<file path="src/rtl/hall_speed_detector_pkg.sv">
// hall_speed_detector_pkg: default parameters and saturating-increment helper for the hall speed detector
package hall_speed_detector_pkg;
    localparam int unsigned DEF_WINDOW_CYCLES = 10_000_000;
    localparam int unsigned DEF_FILTER_CYCLES = 16;
    localparam int unsigned DEF_CNT_W = 16;
    localparam int unsigned DEF_PERIOD_W = 32;

    function automatic logic [63:0] sat_inc(input logic [63:0] v, input int unsigned w);
        logic [63:0] max_v;
        max_v = (w >= 64) ? '1 : (64'd1 << w) - 64'd1;
        return (v >= max_v) ? max_v : v + 64'd1;
    endfunction
endpackage

</file>
<file path="src/rtl/hall_glitch_filter.sv">
// hall_glitch_filter: two-flop synchronizer plus stability filter on a raw hall input
module hall_glitch_filter
    import hall_speed_detector_pkg::*;
#(
    parameter int unsigned FILTER_CYCLES = DEF_FILTER_CYCLES
) (
    input  logic clk,
    input  logic resetn,
    input  logic din,
    output logic dout
);
    localparam int unsigned FC_W = $clog2(FILTER_CYCLES);

    logic s1_q, s2_q, filt_q, filt_d;
    logic [FC_W-1:0] fc_q, fc_d;

    always_comb begin
        filt_d = filt_q;
        fc_d = '0;
        if (s2_q != filt_q) begin
            if (fc_q == FC_W'(FILTER_CYCLES - 1)) filt_d = ~filt_q;
            else fc_d = fc_q + 1'b1;
        end
    end

    always_ff @(posedge clk) begin
        if (!resetn) begin
            s1_q <= 1'b0;
            s2_q <= 1'b0;
            filt_q <= 1'b0;
            fc_q <= '0;
        end else begin
            s1_q <= din;
            s2_q <= s1_q;
            filt_q <= filt_d;
            fc_q <= fc_d;
        end
    end

    assign dout = filt_q;
endmodule

</file>
<file path="src/rtl/hall_speed_detector.sv">
// hall_speed_detector: per-window rising-edge count and edge-to-edge period of a filtered hall input
module hall_speed_detector
    import hall_speed_detector_pkg::*;
#(
    parameter int unsigned WINDOW_CYCLES = DEF_WINDOW_CYCLES,
    parameter int unsigned FILTER_CYCLES = DEF_FILTER_CYCLES,
    parameter int unsigned CNT_W = DEF_CNT_W,
    parameter int unsigned PERIOD_W = DEF_PERIOD_W
) (
    input  logic                clk,
    input  logic                resetn,
    input  logic                sa,
    input  logic                clear,
    output logic [CNT_W-1:0]    edge_count,
    output logic [PERIOD_W-1:0] period,
    output logic                count_valid,
    output logic                period_valid,
    output logic                stalled
);
    localparam int unsigned WC_W = $clog2(WINDOW_CYCLES);
    localparam logic [PERIOD_W-1:0] PC_MAX = '1;

    logic filt, filt_prev_q, rise, term;
    logic [WC_W-1:0] wc_q, wc_d;
    logic [CNT_W-1:0] acc_q, acc_d, acc_inc, edge_count_q, edge_count_d;
    logic [PERIOD_W-1:0] pc_q, pc_d, pc_inc, period_q, period_d;
    logic armed_q, armed_d, stalled_q, stalled_d;
    logic count_valid_q, count_valid_d, period_valid_q, period_valid_d;

    hall_glitch_filter #(.FILTER_CYCLES(FILTER_CYCLES)) u_filter (
        .clk(clk),
        .resetn(resetn),
        .din(sa),
        .dout(filt)
    );

    assign rise = filt & ~filt_prev_q;
    assign term = wc_q == WC_W'(WINDOW_CYCLES - 1);
    assign acc_inc = rise ? CNT_W'(sat_inc(64'(acc_q), CNT_W)) : acc_q;
    assign pc_inc = PERIOD_W'(sat_inc(64'(pc_q), PERIOD_W));

    always_comb begin
        wc_d = term ? '0 : wc_q + 1'b1;
        acc_d = term ? '0 : acc_inc;
        edge_count_d = term ? acc_inc : edge_count_q;
        count_valid_d = term;
        pc_d = rise ? '0 : pc_inc;
        armed_d = armed_q | rise;
        stalled_d = rise ? 1'b0 : (stalled_q | (pc_inc == PC_MAX));
        // a rise ending a saturated interval only re-arms; its length is unknown
        period_valid_d = rise & armed_q & ~stalled_q;
        period_d = period_valid_d ? pc_inc : period_q;
        if (clear) begin
            wc_d = '0;
            acc_d = '0;
            pc_d = '0;
            armed_d = 1'b0;
            stalled_d = 1'b0;
            count_valid_d = 1'b0;
            period_valid_d = 1'b0;
            edge_count_d = edge_count_q;
            period_d = period_q;
        end
    end

    always_ff @(posedge clk) begin
        if (!resetn) begin
            filt_prev_q <= 1'b0;
            wc_q <= '0;
            acc_q <= '0;
            pc_q <= '0;
            armed_q <= 1'b0;
            stalled_q <= 1'b0;
            edge_count_q <= '0;
            period_q <= '0;
            count_valid_q <= 1'b0;
            period_valid_q <= 1'b0;
        end else begin
            filt_prev_q <= filt;
            wc_q <= wc_d;
            acc_q <= acc_d;
            pc_q <= pc_d;
            armed_q <= armed_d;
            stalled_q <= stalled_d;
            edge_count_q <= edge_count_d;
            period_q <= period_d;
            count_valid_q <= count_valid_d;
            period_valid_q <= period_valid_d;
        end
    end

    assign edge_count = edge_count_q;
    assign period = period_q;
    assign count_valid = count_valid_q;
    assign period_valid = period_valid_q;
    assign stalled = stalled_q;
endmodule

</file>
<file path="config.mk">
export PLATFORM = sky130hd
export DESIGN_NAME = hall_speed_detector
export DESIGN_NICKNAME = d
export VERILOG_FILES = /design/src/rtl/hall_speed_detector_pkg.sv /design/src/rtl/hall_glitch_filter.sv /design/src/rtl/hall_speed_detector.sv
export SDC_FILE = /design/constraint.sdc
export NUM_CORES = 1
export LEC_CHECK = 0
export CORE_ASPECT_RATIO = 1.4
export CORE_MARGIN = 2
export CORE_UTILIZATION = 45
export DETAILED_ROUTE_END_ITERATION = 7
export PLACE_DENSITY = 0.63
export SETUP_SLACK_MARGIN = 0.2
export SLEW_MARGIN = 0
export SYNTH_ARGS = -nofsm -noshare
export SYNTH_HDL_FRONTEND = slang
export SYNTH_SLANG_ARGS = --single-unit
</file>
<file path="constraint.sdc">
create_clock -name clk -period 2.8 [get_ports clk]
set_input_delay 0.56 -clock clk [delete_from_list [all_inputs] [get_ports clk]]
set_output_delay 0.56 -clock clk [all_outputs]
set_load 0.01 [all_outputs]
</file>
== Word-level counts from Yosys, hierarchy flattened ==
Index checks and enable logic that the tools add are counted.
Storage, ports and cells
  output and inout bits: 51
  input port bits: 4
  word-level logic and storage cells: 45
  bits in registers: 132
Operators by class
  $add $sub $neg: 4
  bitwise operators: 11
  mux-type cells: 3
  magnitude comparators: 2
  equality and inequality tests: 4
  reduce and logical (&&, ||, !) cells: 7
Operator list (number)
  $add 32x1->32 const B: 1
  $eq 32x32->1 const B: 1
  $ge 32x32->1 const B: 1
  $mux 16: 2
  $mux 32: 1
  $add 24x1->24 const B: 1
  $eq 24x24->1 const B: 1
  $add 16x1->16 const B: 1
  $ge 16x16->1 const B: 1
  $reduce_or 3->1: 3
  $not 1->1: 6
  $reduce_and 2->1: 3
  $add 4x1->4 const B: 1
  $eq 4x4->1 const B: 1
  $and 1x1->1: 3
  $or 1x1->1: 2
  $reduce_or 2->1: 1
  $ne 1x1->1: 1

== Logic depth before layout (Yosys ltp) ==
Gate-level depths: netlist of the first run.
  word-level depth: 5
  mapped depth: 9
  mapped depth without buffers: 8

== By module ==
From an unflattened synthesis of the first run, not the netlist that was laid out.
Unflattened totals
  cell total of the unflattened synthesis: 663
  area total of the unflattened synthesis: 5803.1 um^2
Modules (own cells, without submodules)
  hall_speed_detector: cells each 640, instances 1, sequential area each 2502.4 um^2, area an instance 5557.8 um^2
  hall_glitch_filter: cells each 23, instances 1, sequential area each 140.1 um^2, area an instance 245.2 um^2

== Worst setup path before layout of the first run ==
No wires, ideal clock.
  path type: register to register
  start: register pc_q[0]
  end: register stalled_q (netlist: stalled)
  cell stages (with the launch flop): 10
  setup slack: 0.305 ns
  data arrival time: 2.436 ns
  clock period less this slack: 2.495 ns
  setup time: 0.059 ns
  data required time: 2.741 ns
  buffers on the path: 1
  cell sequence: dfxtp_1 > ha_1 > nand2_1 > or4_1 > buf_2 > nor3_4 > a21oi_2 > or4_1 > nor3_1 > a22o_1
On the way
  longest elaborated chain between the ends: 4
RTL lines
  start, declared: RTL line hall_speed_detector.sv:26  | logic [PERIOD_W-1:0] pc_q, pc_d, pc_inc, period_q, period_d;
  start signal, assigned: RTL line hall_speed_detector.sv:82  | pc_q <= pc_d;
  $add 32x1->32 or $ge 32x32->1 (tied branches): RTL line hall_speed_detector_pkg.sv:11  | return (v >= max_v) ? max_v : v + 64'd1;
  $mux 32 *: RTL line hall_speed_detector_pkg.sv:11
  $eq 32x32->1 *: RTL line hall_speed_detector.sv:49  | stalled_d = rise ? 1'b0 : (stalled_q | (pc_inc == PC_MAX));
  $or 1x1->1 *: RTL line hall_speed_detector.sv:49
  end signal, assigned: RTL line hall_speed_detector.sv:84  | stalled_q <= stalled_d;
  end, declared: RTL line hall_speed_detector.sv:27  | logic armed_q, armed_d, stalled_q, stalled_d;
Mark *: on every way between the ends. The rest lies on a longest branch, timed or not.
A chain may end at the register's enable or synchronous reset.

== Worst setup path after layout of the first run ==
Ends and elaborated chain as after synthesis.

==> metrics.md, run 1 <==
| Metric | Value |
|---|---|
| Status | finished clean |
| CTS tree | done |
| Synth area leaders | dfxtp_1, nor2_1, o211a_1 |
| GRT Total Usage | 0.202 |
| Nets | 724 |
| Max Slew Vio Count | 0 |
| Top_reg_cell synth | dfxtp_1 |
| Hold_ws | about 0.43 ns |
| First-pass GRT wire length | 22.2 mm |
| MaxCap Viol Count | 0 |
| Final Total Pwr | about 4.4 mW |
| Critical path's top delay family | simple AND/OR/NAND/NOR gates |
| Iter 0 DRT Violations | 168 |
| Drt wl/cell | approximately 15 um |
| Detailed Place HPWL | 9.24 mm |
| CP Depth | 8 |
| Min Tclk post-route | around 2.4 ns |
| Final hold viol count | 0 |
| H-tree Lvls | 4 |
| CTS Buffer Depth | 2 |
| Met1 GRT Util | 0.213 |
| Synthesized instance count | 657 |
| GRT busiest layer | met2 |
| Final Setup Violations | 0 |
| Leak Pwr | 3.03 nW |
| Met3 Usage GRT | 0.0487 |
| CP endpoint | stalled |
| Clock slew at the register clock pins of the worst setup and hold paths | 0.06 ns |
| Critical path type | flip-flop to flip-flop |
| Slew HR | 0.588 |
| Buffers on Ports | 54 |
| Overall die width | between 90 and 100 um |
| Most frequent cells after synthesis | dfxtp_1, nor2_1, nand2_1, nand3_1, o211a_1 |
| Cts hold-fix bufs | 0 |
| Number of synthesized flops with an enable pin | 0 |
| Unrepaired setup endpoints after global routing | no |
| Fmax | 0.414 GHz |
| Critical-path top delay cell | or4_4 |
| Mapped cell area | 5710 um2 |
| Cell taking the most area after synthesis | dfxtp_1 |
| Post-route core utilization | 0.580 |
| Sw Pwr | 0.854 mW |
| Pwr Density | 610 nW/um2 |
| Cell Chain, Critical Path | ha_2 > nand2_1 > or4_4 > nor3_4 > buf_12 > nor2_1 > nor4b_1 > a22o_1 |
| Synth top area share | 0.462 |
| Reg2Reg Launch Point | pc_q[0] |
| Final Wtd Congestion | 0.903 |
| Final Cycle Share | 0.862 |
| Vias per cell | 5.50 |
| DRT Wirelength | 13.1 mm |
| Number of global-route vias before repair | 4877 |
| Num ports | between 50 and 60 |
| Synth cell types | 45 |
| Drc violations | 0 |
| Core ar. | 12400 um2 |
| Most frequent cell after synthesis | dfxtp_1 |
| R2R depth | 8 |
| Largest net degree at the start of global routing | 58 |
| Register area share after synthesis | 0.462 |
| Area growth from synthesis to layout | 25.5% |
| Ant. Diodes | 0 |
| Reg2reg end | stalled |
| Clock Skew | 0.00870 ns |
| CP startpoint | pc_q[0] |
| Synth Area per Inst | 8.70 um2 |
| Fillcell total | 1110 |
| Dpl cells | 847 |
| Overall die area | about 14000 um2 |
| Starting Density | 0.462 |
| Finished Cell Area | 7170 um2 |
| Sw frac | 0.195 |
| Startpoint types | flip-flop |
| Slew @ Worst Pin | 0.612 ns |
| Critical path arrival | 2.77 ns |
| Logic gate share of total power | 0.013 |
| Worst slack, placed | approximately 0.11 ns |
| CTS Buf Count | 17 |
| Post-Layout Cell Count | 878 |
| Reg2reg setup slack | 0.39 ns |
| Grt ovf | 0 |
| Root Driver | clkbuf_16 |
| Peak fanout along the critical path | 27 |
| Met2 Usage GRT | 0.374 |
| Initial antenna violation count | 0 |
| HP Class | flip-flop to flip-flop |
| Worst setup EP type | flip-flop |
| Fin worst setup slack | 0.386 ns |
| Setup TNS | 0 ns |
| FFs w/ async S/R, synth | 0 |
| Worst EP required | 3.15 ns |
| Sink Count | 132 |
| Internal Power | about 3.5 mW |
| Worst VDD drop | roughly 0.33 mV |
| Warnings from Yosys | 0 |
| Reg power frac | 0.431 |
| First-pass iteration count of the detailed router | 4 |
| DR vias | slightly below 5000 |
| Die height | 137 um |
| CP Buf/Inv Count | 1 |
| Clock share of power | 0.556 |
| Clock Latency Late Sink | slightly above 0.4 ns |
| Layout cells sized above 1 | 0.0893 |
| Post-synth net total | 665 |
| Placed instance area | about 6500 um2 |
| DRT antenna net count | 0 |
| Row Count | 48 |
| Multi-input gate area | 2940 um2 |
| Reg area | 2640 um2 |
| CP max stage delay | 0.62 ns |
| Synthesis-stage register bit count | 132 |
-- sequential cells by signal, summed over array words and instances, names as in the netlist, 4 cells and up --
name / count
acc_q: 16
u_filter.fc_q: 4
pc_q: 32
edge_count: 16
wc_q: 24
period: 32
-- power groups by stage --
stage	registers, mW	logic [mW]	clock network [mW]
after CTS	1.89	0.0565	2.48
after global routing	1.89	0.0628	2.56
after global placement	1.93	0.0556	0
after floorplan	1.93	0.0347	0
after detailed placement	1.93	0.0564	0
final	1.89	0.0560	2.43
-- layout by cell type (no fill, tap or decap), drive strengths merged, types with 19 or more instances in the layout --
| master | instances |
|---|---|
| nand4 | 26 |
| o211a | 37 |
| xor2 | 30 |
| buf | 20 |
| nand3 | 45 |
| xnor2 | 27 |
| clkbuf | 19 |
| nor2 | 116 |
| dfxtp | 132 |
| clkdlybuf4s50 | 53 |
| nand2 | 73 |
-- worst register-to-register path: cells and delay by family, from the launching register on --
| family | cells | cell delay, ns |
|---|---|---|
| AOI/OAI and AO/OA | 1 | 0.16 |
| adders and majority gates | 1 | 0.23 |
| buffers and inverters | 1 | 0.21 |
| DFF | 1 | 0.38 |
| and+or+nand+nor | 5 | 1.39 |
-- area by class of cell --
cell class | count | share of cell area
Clock buffer | 19 | 0.0632
Clock inverter | 12 | 0.0284
Inverter | 7 | 0.00366
Multi-Input combinational cell | 485 | 0.410
Sequential cell | 132 | 0.369
Tap cell | 150 | 0.0262
Timing Repair Buffer | 73 | 0.0998
-- layer usage --
metal	up-vias	share of wire
li1	2403	-
met5	-	0
met4	0	0.037
met3	39	0.034
met1	2270	0.40
met2	116	0.53
-- worst min-delay path by stage --
stage / start / endpoint / slack (ns) / depth (start not counted)
5_1_grt: u_filter.s1_q / u_filter.s2_q / 0.45 / 1
4_1_cts: u_filter.s1_q / u_filter.s2_q / 0.43 / 1
3_5_place_dp: u_filter.s1_q / u_filter.s2_q / 0.42 / 1
6_report: u_filter.s1_q / u_filter.s2_q / 0.43 / 1
3_3_place_gp: u_filter.fc_q[0] / u_filter.fc_q[0] / 0.42 / 1
2_1_floorplan: u_filter.s1_q / u_filter.s2_q / 0.41 / 1
-- cells by family after synthesis --
family,share of synthesized area
AOI/OAI and AO/OA,0.109
xor gates and xnor gates,0.0874
adders and majority gates,0.00876
buffers and inverters,0.0267
DFF,0.462
muxes,0.0149
and+or+nand+nor,0.291
-- timing repair --
action | CTS | global route
setup endpoints to repair | 2 | 2
setup buffers | 0 | 0
resized for setup | 3 | 4
pin swaps | 0 | 1
(Power assumes the default switching activity.)
==> run 2: changes to the inputs <==
Settings changed: CORE_UTILIZATION 45 to 61, PLACE_DENSITY 0.63 to 0.82.
Clock period 2.8 ns to 3.1 ns, I/O delays scaled along.
==> run 2 against run 1 <==
Compared with the run above:
- the flow now finishes with violations (DRC)
- critical path type unchanged
- wire length rose by 3.7%
- maximum frequency shrank 9.3%
- non-clock buffer count down 6
- global-route usage rose by 7.9 points
==> metrics.md, run 2 (synthesis results as in run 1) <==
| Metric | Value |
|---|---|
| Status | complete, but fails checks |
| Failing checks | DRC |
| Initial antenna violation count | 0 |
| GRT Total Usage | 0.282 |
| Unrepaired setup endpoints after global routing | no |
| Iter 0 DRT Violations | roughly 260 |
| Overall die width | 85.8 um |
| DRT antenna net count | 0 |
| Post-CTS sizing | 0 |
| DR vias | 4935 |
| Sink Count | 132 |
| Final Total Pwr | 3.91 mW |
| Number of global-route vias before repair | just under 5000 |
| Commonest non-fill, non-tap cells in the layout | dfxtp_1, nor2_1, nand2_1 |
| First-pass iteration count of the detailed router | 8 |
| Area growth from synthesis to layout | 22.7% |
| Layout cells sized above 1 | 0.0775 |
| Drc violations | 3 |
| Postcts setup bufs | 0 |
| Overall die area | 10200 um2 |
| HP Class | flip-flop to flip-flop |
| Worst setup EP type | flip-flop |
| DRT Wirelength | approximately 14 mm |
| Slew @ Worst Pin | 0.663 ns |
| Final Wtd Congestion | about 0.90 |
| Startpoint types | flip-flop |
| Drt wl/cell | between 15 and 20 um |
| Vias per cell | 5.95 |
| Worst EP required | 3.46 ns |
| Grt ovf | 0 |
| Final Setup Violations | 0 |
| Fillcell total | 626 |
| Worst VDD drop | approximately 0.41 mV |
| Nets | 718 |
| Pwr Density | between 500 and 600 nW/um2 |
| Ant. Diodes | 0 |
| MaxCap Viol Count | 0 |
| First-pass GRT wire length | 23.0 mm |
| Fmax | 0.376 GHz |
| Final hold viol count | 0 |
| CTS tree | done |
| Cts hold-fix bufs | 0 |
| Clock slew at the register clock pins of the worst setup and hold paths | 0.06 ns |
| Buffers on Ports | 54 |
| Detailed Place HPWL | approximately 9.1 mm |
| Critical path arrival | slightly above 3 ns |
| Largest net degree at the start of global routing | 57 |
| H-tree Lvls | 4 |
| Slew HR | 0.554 |
| Num ports | 55 |
| Peak fanout along the critical path | 19 |
| Critical path type | flip-flop to flip-flop |
| CTS Buffer Depth | 2 |
| Most common cell after layout, fill and taps aside | dfxtp_1 |
| CTS Buf Count | 17 |
| Max Slew Vio Count | 0 |
| Leak Pwr | a little under 3 nW |
| Starting Density | 0.629 |
| Setup TNS | 0 ns |
| Row Count | 41 |
| Core ar. | 9080 um2 |
| Clock Skew | approximately 0.0057 ns |
| Clock Latency Late Sink | about 0.41 ns |
| Final Cycle Share | 0.859 |
| Min Tclk post-route | 2.66 ns |
| Root Driver | clkbuf_16 |
| Die height | 119 um |
==> run 2: cell types whose count changed in the layout (fill, tap and decap cells not counted), sizes merged <==
| cell | change |
|---|---|
| buf | -6 |
| clkbuf | -1 |
| clkinv | +5 |
| clkinvlp | -3 |
==> run 2: final timing paths <==
path / from / endpoint / slack (ns) / cells past startpoint
max: pc_q[0] / stalled / 0.44 / 8
min: u_filter.fc_q[0] / u_filter.fc_q[0] / 0.46 / 1
max reg2reg: pc_q[0] / stalled / 0.44 / 8
min reg2reg: u_filter.fc_q[0] / u_filter.fc_q[0] / 0.46 / 1
==> run 2: routing by layer <==
metal,global-route usage,vias up,wire (um),part of all wire
li1,-,2385,-,-
met1,0.320,2332,5260,0.39
met2,0.492,175,7230,0.53
met3,0.0545,43,595,0.044
met4,0.144,0,460,0.034
met5,0,-,0,0
==> run 2: worst max-delay path, stage by stage, from the launching register on <==
cell and delay, ns:
dfxtp_1 0.45, ha_1 0.27, nand2_1 0.14, or4_1 0.66
nor3_4 0.26, buf_4 0.27, a31oi_1 0.07, nor4b_1 0.30
a22o_1 0.17
==> run 2: layout make-up <==
cell class / count / area [um2] / share of cell area
Multi-Input combinational cell: 485 / 2930 / 0.417
Tap cell: 107 / 134 / 0.0191
Inverter: 7 / 26.3 / 0.00375
Timing Repair Buffer: 67 / 646 / 0.0921
Sequential cell: 132 / 2640 / 0.377
Clock inverter: 14 / 210 / 0.0300
Clock buffer: 18 / 429 / 0.0612
==> run 2: where the power goes <==
part           internal [mW]  switching [mW]
Sequential              1.70         0.00432
Clock                   1.42           0.731
Combinational         0.0126          0.0339
Total                   3.14           0.770
==> run 2: per-stage QoR <==
step	setup slack, ns	util	area (um2)	std cells	hold WS, ns
after global placement	0.549	0.702	6370	798	0.420
after floorplan	0.605	-	5710	657	0.412
final	0.437	0.772	7010	830	0.460
after global routing	0.215	0.772	7010	830	0.491
after detailed placement	0.516	0.702	6370	798	0.418
after CTS	0.435	0.772	7010	830	0.459
==> run 3: changes to the inputs <==
Settings changed: PLACE_DENSITY 0.82 to 0.84.
==> run 3 against run 2 <==
Compared with the run above:
- the flow still finishes with violations (DRC)
- global-route usage rose by 0.11 points
- cell area grew 0.37%
- clock-buffer cell count fell by 1
- power increased by 1.3%
- worst setup slack better by 0.021 ns
- combinational power up 2%
- hold slack worse by 0.012 ns
- critical path depth unchanged
- sequential share of layout area fell by 0.14 points
- final cell count is 0.12% higher
- critical path type unchanged
- largest power group unchanged
==> metrics.md, run 3 (synthesis results as in run 1) <==
| Metric | Value |
|---|---|
| Clock Skew | 0.00700 ns |
| Status | complete, but fails checks |
| Sw frac | 0.205 |
| Overall die width | 85.8 um |
| Reg area | between 2000 and 3000 um2 |
| Largest net degree at the start of global routing | 58 |
| Final Cycle Share | 0.852 |
| Die height | 119 um |
| Leak Pwr | 2.97 nW |
| Setup TNS | 0 ns |
| Row Count | 41 |
| Fillcell total | 586 |
| MaxCap Viol Count | 0 |
| R2R depth | 8 |
| HP Class | flip-flop to flip-flop |
| Hold depth | 1 |
| Overall die area | 10200 um2 |
| DRT Wirelength | 14.0 mm |
| Sw Pwr | 0.811 mW |
| CTS Buf Count | 17 |
| DRT antenna net count | 0 |
| Dpl cells | 799 |
| Drc violations | 2 |
| Fmax | 0.379 GHz |
| Post-Layout Cell Count | a little over 800 |
| Logic gate share of total power | 0.012 |
| Min Tclk post-route | 2.64 ns |
| DR vias | 4996 |
| Worst EP required | 3.46 ns |
| Drt wl/cell | approximately 17 um |
| Multi-input gate area | 2930 um2 |
| Internal Power | about 3.1 mW |
| Initial antenna violation count | 0 |
| Root Driver | clkbuf_16 |
| Sink Count | 132 |
| Nets | 719 |
| Clock slew at the register clock pins of the worst setup and hold paths | 0.06 ns |
| Worst VDD drop | 0.444 mV |
| Slew @ Worst Pin | 0.652 ns |
| Core ar. | roughly 9100 um2 |
| Num ports | 55 |
| Worst setup EP type | flip-flop |
| Critical path arrival | roughly 3 ns |
| Failing checks | DRC |
| Buffers on Ports | 54 |
| Clock share of power | 0.557 |
| Final Setup Violations | 0 |
| CTS Buffer Depth | 2 |
| Reg power frac | 0.431 |
| Startpoint types | flip-flop |
| Hold_ws | 0.449 ns |
| Vias per cell | 6.01 |
| Clock Latency Late Sink | 0.42 ns |
| GRT Total Usage | 0.283 |
| Number of global-route vias before repair | 5017 |
| First-pass GRT wire length | roughly 23 mm |
| Starting Density | 0.629 |
| Iter 0 DRT Violations | 220 |
| Fin worst setup slack | 0.458 ns |
| Grt ovf | 0 |
| Pwr Density | 562 nW/um2 |
| Commonest non-fill, non-tap cells in the layout | dfxtp_1, nor2_1, nand2_1 |
| Slew HR | 0.562 |
| CTS tree | done |
| Critical path type | flip-flop to flip-flop |
| H-tree Lvls | 4 |
| Max Slew Vio Count | 0 |
| Unrepaired setup endpoints after global routing | no |
| Final hold viol count | 0 |
| First-pass iteration count of the detailed router | 7 |
| Ant. Diodes | 0 |
| Layout cells sized above 1 | 0.0815 |
| Postcts setup bufs | 0 |
| Peak fanout along the critical path | 10 |
| Most common cell after layout, fill and taps aside | dfxtp_1 |
| Worst slack, placed | 0.445 ns |
| Detailed Place HPWL | 9.29 mm |
| Final Wtd Congestion | slightly above 0.9 |
| Area growth from synthesis to layout | 23.2% |
==> run 3: cell count changes in the layout (fill, tap and decap cells not counted), sizes merged <==
cell      delta
clkinv       -5
clkinvlp     +4
inv          +2
buf          +1
clkbuf       -1
==> run 3: final cells by class <==
class / instances / share of cell area
multi-input combinational: 485 / 0.416
sequential: 132 / 0.375
timing repair buffer: 68 / 0.0928
clock buffer: 17 / 0.0604
clock inverter: 15 / 0.0325
tap: 107 / 0.0190
inverter: 7 / 0.00373
==> run 3: worst max-delay path: stages (launching register included) <==
cell     delay (ns)
dfxtp_1        0.44
ha_1           0.27
nand2_1        0.16
or4_4          0.61
nor3_4         0.26
buf_4          0.21
nor2_1         0.10
nor4b_1        0.34
a22o_1         0.19
==> run 3: timing repair <==
item	CTS	global route
hold buffers	0	0
endpoints found under the setup margin	0	1
resized for setup	0	1
==> run 3: path summary, 6_finish.rpt <==
kind,from,end,slack (ns)
worst min-delay path,u_filter.s1_q,u_filter.s2_q,0.45
worst max register to register,pc_q[0],stalled,0.46
worst min register to register,u_filter.s1_q,u_filter.s2_q,0.45
worst max-delay path,pc_q[0],stalled,0.46
==> run 3: per-stage QoR <==
stage               instance area (um2)   util  power [mW]
floorplan                          5710      -        1.77
CTS                                7040  0.775        3.97
global route                       7040  0.775        4.05
detailed placement                 6380  0.703        1.79
global placement                   6380  0.703        1.79
finish                             7040  0.775        3.96
==> run 3: power by group through the flow <==
stage	Combinational, mW	Sequential, mW	Clock (mW)
3_3_place_gp	0.0446	1.74	0
6_report	0.0474	1.70	2.20
5_1_grt	0.0504	1.70	2.29
3_5_place_dp	0.0463	1.74	0
4_1_cts	0.0469	1.70	2.22
2_1_floorplan	0.0314	1.74	0
==> run 3: routing by layer <==
layer | vias up | global-route usage | part of all wire
met3 | 47 | 0.0587 | 0.042
li1 | 2381 | - | -
met4 | 0 | 0.144 | 0.042
met5 | - | 0 | 0
met2 | 159 | 0.514 | 0.53
met1 | 2409 | 0.301 | 0.38
